**config.mk**
```make
export PLATFORM = sky130hd
export DESIGN_NAME = reorder_buffer
export DESIGN_NICKNAME = d
export VERILOG_FILES = /design/src/rtl/reorder_buffer_pkg.sv /design/src/rtl/reorder_buffer.sv
export SDC_FILE = /design/constraint.sdc
export NUM_CORES = 2
export LEC_CHECK = 0
export CAP_MARGIN = 5
export CORE_ASPECT_RATIO = 0.5
export CORE_MARGIN = 5
export CORE_UTILIZATION = 25
export DETAILED_ROUTE_END_ITERATION = 16
export SYNTH_ARGS = -nofsm -noshare
export SYNTH_HDL_FRONTEND = slang
export SYNTH_SLANG_ARGS = --single-unit
```
**constraint.sdc**
```tcl
create_clock -name clk_in -period 4.75 [get_ports clk_in]
set_input_delay 0.95 -clock clk_in [delete_from_list [all_inputs] [get_ports clk_in]]
set_output_delay 0.95 -clock clk_in [all_outputs]
set_load 0.02 [all_outputs]
```
**src/rtl/reorder_buffer_pkg.sv**
```systemverilog
// reorder_buffer_pkg: shared ROB constants, the per-entry payload type and the misprediction test.
//   ROB_IDX_W : log2 of the ROB entry count (the shared ROB_INDEX_BIT constant)
//   ROB_DEPTH : entry count derived from ROB_IDX_W
//   REG_IDX_W : architectural register index width
package reorder_buffer_pkg;
  localparam int ROB_IDX_W = 3;
  localparam int ROB_DEPTH = 2 ** ROB_IDX_W;
  localparam int REG_IDX_W = 5;

  typedef struct packed {
    logic [REG_IDX_W-1:0] rd;
    logic                 is_br;
    logic                 pred_jump;
    logic [31:0]          pc;
    logic [31:0]          value;
    logic                 jump;
    logic [31:0]          target;
  } rob_entry_t;

  function automatic logic mispredicted(input rob_entry_t e);
    return e.is_br && (e.jump != e.pred_jump);
  endfunction
endpackage

```
**src/rtl/reorder_buffer.sv**
```systemverilog
// reorder_buffer: circular in-order reorder buffer; allocates ids at issue, collects CDB
// results, commits one entry per cycle to the register file and flushes on a branch mispredict.
//   clk_in, rst_in (async, active-low), rdy_in (global stall when low)
//   issue_*   : instruction offered by issue; full / alloc_id report acceptance and its id
//   wb_*      : result bus write-back (value, actual branch outcome, redirect target)
//   qry_*     : two combinational operand lookups with same-cycle write-back bypass
//   set_value*: registered commit port toward the register file (id 0 = no write)
//   clear, clear_pc : registered one-cycle flush pulse and redirect PC
//   Optional ROB_DBG_COMMIT_EN adds dbg_commit / dbg_commit_addr (committed pc).
module reorder_buffer
  import reorder_buffer_pkg::*;
#(
  parameter int ROB_INDEX_BIT = ROB_IDX_W
) (
  input  logic                     clk_in,
  input  logic                     rst_in,
  input  logic                     rdy_in,
  input  logic                     issue_valid,
  input  logic [REG_IDX_W-1:0]     issue_rd,
  input  logic                     issue_is_br,
  input  logic                     issue_pred_jump,
  input  logic [31:0]              issue_pc,
  output logic                     full,
  output logic [ROB_INDEX_BIT-1:0] alloc_id,
  input  logic                     wb_valid,
  input  logic [ROB_INDEX_BIT-1:0] wb_rob_id,
  input  logic [31:0]              wb_value,
  input  logic                     wb_jump,
  input  logic [31:0]              wb_target,
  input  logic [ROB_INDEX_BIT-1:0] qry_id1,
  input  logic [ROB_INDEX_BIT-1:0] qry_id2,
  output logic                     qry_ready1,
  output logic                     qry_ready2,
  output logic [31:0]              qry_val1,
  output logic [31:0]              qry_val2,
  output logic [REG_IDX_W-1:0]     set_value_id,
  output logic [31:0]              set_value,
  output logic [ROB_INDEX_BIT-1:0] set_value_rob_id,
  output logic                     clear,
  output logic [31:0]              clear_pc
`ifdef ROB_DBG_COMMIT_EN
  , output logic                   dbg_commit,
  output logic [31:0]              dbg_commit_addr
`endif
);
  localparam int DEPTH = 2 ** ROB_INDEX_BIT;

  rob_entry_t                 ent_q [DEPTH];
  rob_entry_t                 ent_d [DEPTH];
  logic [DEPTH-1:0]           busy_q, busy_d, ready_q, ready_d;
  logic [ROB_INDEX_BIT-1:0]   head_q, head_d, tail_q, tail_d;
  logic [ROB_INDEX_BIT:0]     count_q, count_d;
  logic [REG_IDX_W-1:0]       set_value_id_q, set_value_id_d;
  logic [31:0]                set_value_q, set_value_d, clear_pc_q, clear_pc_d;
  logic [ROB_INDEX_BIT-1:0]   set_value_rob_id_q, set_value_rob_id_d;
  logic                       clear_q, clear_d;
  logic                       do_issue, do_commit, do_flush;

  assign full       = count_q == (ROB_INDEX_BIT+1)'(DEPTH);
  assign alloc_id   = tail_q;
  assign do_commit  = rdy_in && busy_q[head_q] && ready_q[head_q];
  assign do_flush   = do_commit && mispredicted(ent_q[head_q]);
  // full is sampled at the start of the cycle, so a commit never makes room for a same-cycle issue
  assign do_issue   = rdy_in && issue_valid && !full && !do_flush;

  assign qry_ready1 = busy_q[qry_id1] && (ready_q[qry_id1] || (wb_valid && wb_rob_id == qry_id1));
  assign qry_ready2 = busy_q[qry_id2] && (ready_q[qry_id2] || (wb_valid && wb_rob_id == qry_id2));
  assign qry_val1   = (wb_valid && wb_rob_id == qry_id1) ? wb_value : ent_q[qry_id1].value;
  assign qry_val2   = (wb_valid && wb_rob_id == qry_id2) ? wb_value : ent_q[qry_id2].value;

  assign set_value_id     = set_value_id_q;
  assign set_value        = set_value_q;
  assign set_value_rob_id = set_value_rob_id_q;
  assign clear            = clear_q;
  assign clear_pc         = clear_pc_q;

  always_comb begin
    ent_d   = ent_q;
    busy_d  = busy_q;
    ready_d = ready_q;
    head_d  = head_q;
    tail_d  = tail_q;
    if (rdy_in && wb_valid && busy_q[wb_rob_id]) begin
      ready_d[wb_rob_id]        = 1'b1;
      ent_d[wb_rob_id].value    = wb_value;
      ent_d[wb_rob_id].jump     = wb_jump;
      ent_d[wb_rob_id].target   = wb_target;
    end
    if (do_issue) begin
      ent_d[tail_q]   = '{rd: issue_rd, is_br: issue_is_br, pred_jump: issue_pred_jump,
                          pc: issue_pc, value: '0, jump: 1'b0, target: '0};
      busy_d[tail_q]  = 1'b1;
      ready_d[tail_q] = 1'b0;
      tail_d          = tail_q + 1'b1;
    end
    if (do_commit) begin
      busy_d[head_q]  = 1'b0;
      ready_d[head_q] = 1'b0;
      head_d          = head_q + 1'b1;
    end
    count_d = count_q + {{ROB_INDEX_BIT{1'b0}}, do_issue} - {{ROB_INDEX_BIT{1'b0}}, do_commit};
    if (do_flush) begin
      busy_d  = '0;
      ready_d = '0;
      head_d  = '0;
      tail_d  = '0;
      count_d = '0;
    end
  end

  // Branches never write a register, so a committing branch drives id 0.
  always_comb begin
    set_value_id_d     = rdy_in ? ((do_commit && !ent_q[head_q].is_br) ? ent_q[head_q].rd : '0) : set_value_id_q;
    set_value_d        = do_commit ? ent_q[head_q].value : set_value_q;
    set_value_rob_id_d = do_commit ? head_q : set_value_rob_id_q;
    clear_d            = rdy_in ? do_flush : clear_q;
    clear_pc_d         = do_flush ? ent_q[head_q].target : clear_pc_q;
  end

  always_ff @(posedge clk_in) ent_q <= ent_d;

  always_ff @(posedge clk_in or negedge rst_in) begin
    if (!rst_in) begin
      busy_q             <= '0;
      ready_q            <= '0;
      head_q             <= '0;
      tail_q             <= '0;
      count_q            <= '0;
      set_value_id_q     <= '0;
      set_value_q        <= '0;
      set_value_rob_id_q <= '0;
      clear_q            <= 1'b0;
      clear_pc_q         <= '0;
    end else begin
      busy_q             <= busy_d;
      ready_q            <= ready_d;
      head_q             <= head_d;
      tail_q             <= tail_d;
      count_q            <= count_d;
      set_value_id_q     <= set_value_id_d;
      set_value_q        <= set_value_d;
      set_value_rob_id_q <= set_value_rob_id_d;
      clear_q            <= clear_d;
      clear_pc_q         <= clear_pc_d;
    end
  end

`ifdef ROB_DBG_COMMIT_EN
  logic        dbg_commit_q, dbg_commit_d;
  logic [31:0] dbg_commit_addr_q, dbg_commit_addr_d;

  assign dbg_commit      = dbg_commit_q;
  assign dbg_commit_addr = dbg_commit_addr_q;

  always_comb begin
    dbg_commit_d      = rdy_in ? do_commit : dbg_commit_q;
    dbg_commit_addr_d = do_commit ? ent_q[head_q].pc : dbg_commit_addr_q;
  end

  always_ff @(posedge clk_in or negedge rst_in) begin
    if (!rst_in) begin
      dbg_commit_q      <= 1'b0;
      dbg_commit_addr_q <= '0;
    end else begin
      dbg_commit_q      <= dbg_commit_d;
      dbg_commit_addr_q <= dbg_commit_addr_d;
    end
  end
`endif
endmodule
```
==> flow_metrics.tcl <==
set metrics [dict create \
    ant_nets 0 \
    ys_async_sr_fraction 0.147 \
    critical_path_class "in2out" \
    max_slew_margin 0.238 \
    cp.required_ps 3800 \
    grt_first_pass_wirelength_mm 202 \
    synth_area_leaders "dfxtp_1 (30%), nand2_1 (12%), mux4_2 (8.4%), a21oi_2 (8.2%), dfrtp_1 (7.1%)" \
    power_density_nw_per_um2 660 \
    dp_hpwl_mm 78.7 \
    drt-initial-drc-count 3423 \
    max_freq_mhz 218 \
    clk_pin_slew_worst_paths_ps 60 \
    cp-end-kind "output port" \
    grt_pass1_vias 31400 \
    setup_viol 0 \
    synth.most_common_cell "nand2_1" \
    p_leak_nw 14.2 \
    finalPower_mw 27.3 \
    drive_above_1_share 0.222 \
    initial_utilization 0.253 \
    synth_cells 3804 \
    skew_ps 15.2 \
    ys.flop_type "dfxtp_1" \
    hp-start "ent_q[446]$_DFF_P_" \
    start_kind "input port" \
    antenna_found_initial 15 \
    rows 96 \
    cts_setup_buffers 0 \
    cts_sinks 675 \
    die_y_um 274 \
    dieArea_um2 147000 \
    synth_edf_count 56 \
    avgSynthCellArea_um2 9.16 \
    r2r-end "ent_q[150]$_DFF_P_" \
    critical_path_peak_fanout 45 \
    synth_top_cell_area_share 0.299 \
    yosys_warnings 0 \
    n_fill_cell 14200 \
    clock-root-buffer "clkbuf_16" \
    fin_crit_ps 4580 \
    numCtsBuffers 75 \
    grt-ovfl-total 0 \
    hold_viol 0 \
    routed_wl_mm 136 \
    tightest_slew_ps 1140 \
    timing.rr.start "head_q[0]$_DFFE_PN0P_" \
    min_to "ent_q[446]$_DFF_P_" \
    reg2reg_depth 9 \
    holdCritPathClass "reg2reg" \
    cts_tree "done" \
    cts_buffer_depth 3 \
    syn_nets 3930 \
    synth_compound_area_frac 0.206 \
    synth_mux_area_frac 0.162 \
    rsz0062_at_grt "false" \
    finalCoreUtilization 0.300 \
    gp_congestion 0.850 \
    core_um2 138000 \
    rrSetupSlack_ps 650 \
    cp.arrival_ps 3630 \
    io_pins 261 \
    avgViaCountPerCell 5.40 \
    fin_nets 3925 \
    die-width_um 538 \
    outcome "complete, no violations" \
    grt.total_usage 0.178 \
    syn_to_final_growth_pct 18.7 \
    clkLatencyLatePin_ps 630 \
    yosysTopAreaCell "dfxtp_1" \
    grt_max_degree 89 \
    netlist_area_um2 34800 \
    route.detailed.drc 0 \
    synthAdderAreaFrac 0.00309 \
    synth_common_cells "nand2_1 (1142), dfxtp_1 (520), a21oi_2 (328)" \
    ys_seq_elements 675 \
    synth_cell_type_count 59 \
    htreeDepth 3 \
    wire_per_inst_um 23.7 \
    multi_input_area_um2 18400 \
    route.vias.total 31000 \
    seqCellArea_um2 14600 \
    ys_seq_area_frac 0.418 \
    portBuffers 228 \
    slew_viol_final 0 \
    vdd.ir_drop.worst_v 0.000430 \
    firstDrtPassIters 6 \
    synth_xor_area_frac 0.00302 \
    holdPathStages 2 \
    maxCapViolCount 0 \
    period_share 0.964 \
    synthSimpleGateAreaFrac 0.151 \
    finalSetupTns_ps 0 \
    synth_top_family_by_area "compound AO/OA/AOI/OAI gates" \
]
## report_power, final
part | total (mW) | internal, mW | switching (mW) | leakage, nW
Sequential | 10.1 | 8.14 | 1.93 | 6.02
Combinational | 11.3 | 5.01 | 6.26 | 7.00
Clock | 5.94 | 3.49 | 2.45 | 1.23
## worst max-delay path, stage by stage
cell	delay, ps
clkdlybuf4s50_1	650
xnor2_1	150
and4_2	400
buf_6	340
nand2_1	90
o21ai_0	300
clkdlybuf4s50_1	740
## metal layers
| layer | routed length, um | track usage | up-vias |
|---|---|---|---|
| li1 | - | - | 13400 |
| met1 | 53000 | 0.216 | 15300 |
| met2 | 63900 | 0.296 | 1770 |
| met3 | 11900 | 0.0350 | 453 |
| met4 | 7430 | 0.100 | 4 |
| met5 | 21 | 0 | - |
## cell families after synthesis
logic type / Yosys count
AOI/OAI and AO/OA: 995
xor gates and xnor gates: 12
adders and majority gates: 8
buffers and inverters: 427
DFF: 675
muxes: 383
and+or+nand+nor: 1304
## final cells by class
type                    count  share of cell area
well taps                1862              0.0564
clock inverters            20             0.00563
clock buffers             120              0.0546
repair buffers            331              0.0828
flip-flops and latches    675               0.353
diodes                     11            0.000666
inverters                  14             0.00127
multi-input cells        2702               0.446
## flip-flops by register name, summed over array words and instances (netlist names)
| signal | count |
|---|---|
| ready_q | 8 |
| clear_pc | 32 |
| count_q | 4 |
| set_value_rob_id | 3 |
| clear | 1 |
| set_value | 32 |
| alloc_id | 3 |
| set_value_id | 5 |
| busy_q | 8 |
| ent_q | 576 |
| head_q | 3 |
## per-stage QoR
stage          hold WS (ps)  setup slack, ps  std cells  instance area [um^2]
3_5_place_dp            446              103       5584                 38800
3_3_place_gp            438              110       5584                 38800
2_1_floorplan           433              999       3804                 34800
5_1_grt                 468             73.1       5732                 41300
4_1_cts                 454              102       5724                 41300
6_report                454              171       5735                 41300
## placed cells by master (no fill, tap or decap), types with 96 or more instances in the layout
cell and n:
a21oi_1 247, a21oi_2 320, a221oi_1 99, clkdlybuf4s50_1 219, dfrtp_1 96, dfxtp_1 520
mux2_2 122, mux2i_1 102, mux4_2 130, nand2_1 1142, o21ai_0 123
## worst max path at each step
stage	from	to	slack, ps
finish	wb_rob_id[2]	qry_val1[0]	170
global route	wb_rob_id[2]	qry_val1[0]	70
CTS	wb_rob_id[2]	qry_val2[0]	100
detailed placement	wb_rob_id[2]	qry_val2[0]	100
global placement	wb_rob_id[2]	qry_val1[0]	110
floorplan	qry_id1[0]	qry_val1[29]	1000
## timing repair
action	4_1_cts	5_1_grt
endpoints found under the setup margin	0	7
hold buffers	0	0
resized for setup	0	4
Power figures use the tool's default switching activity.
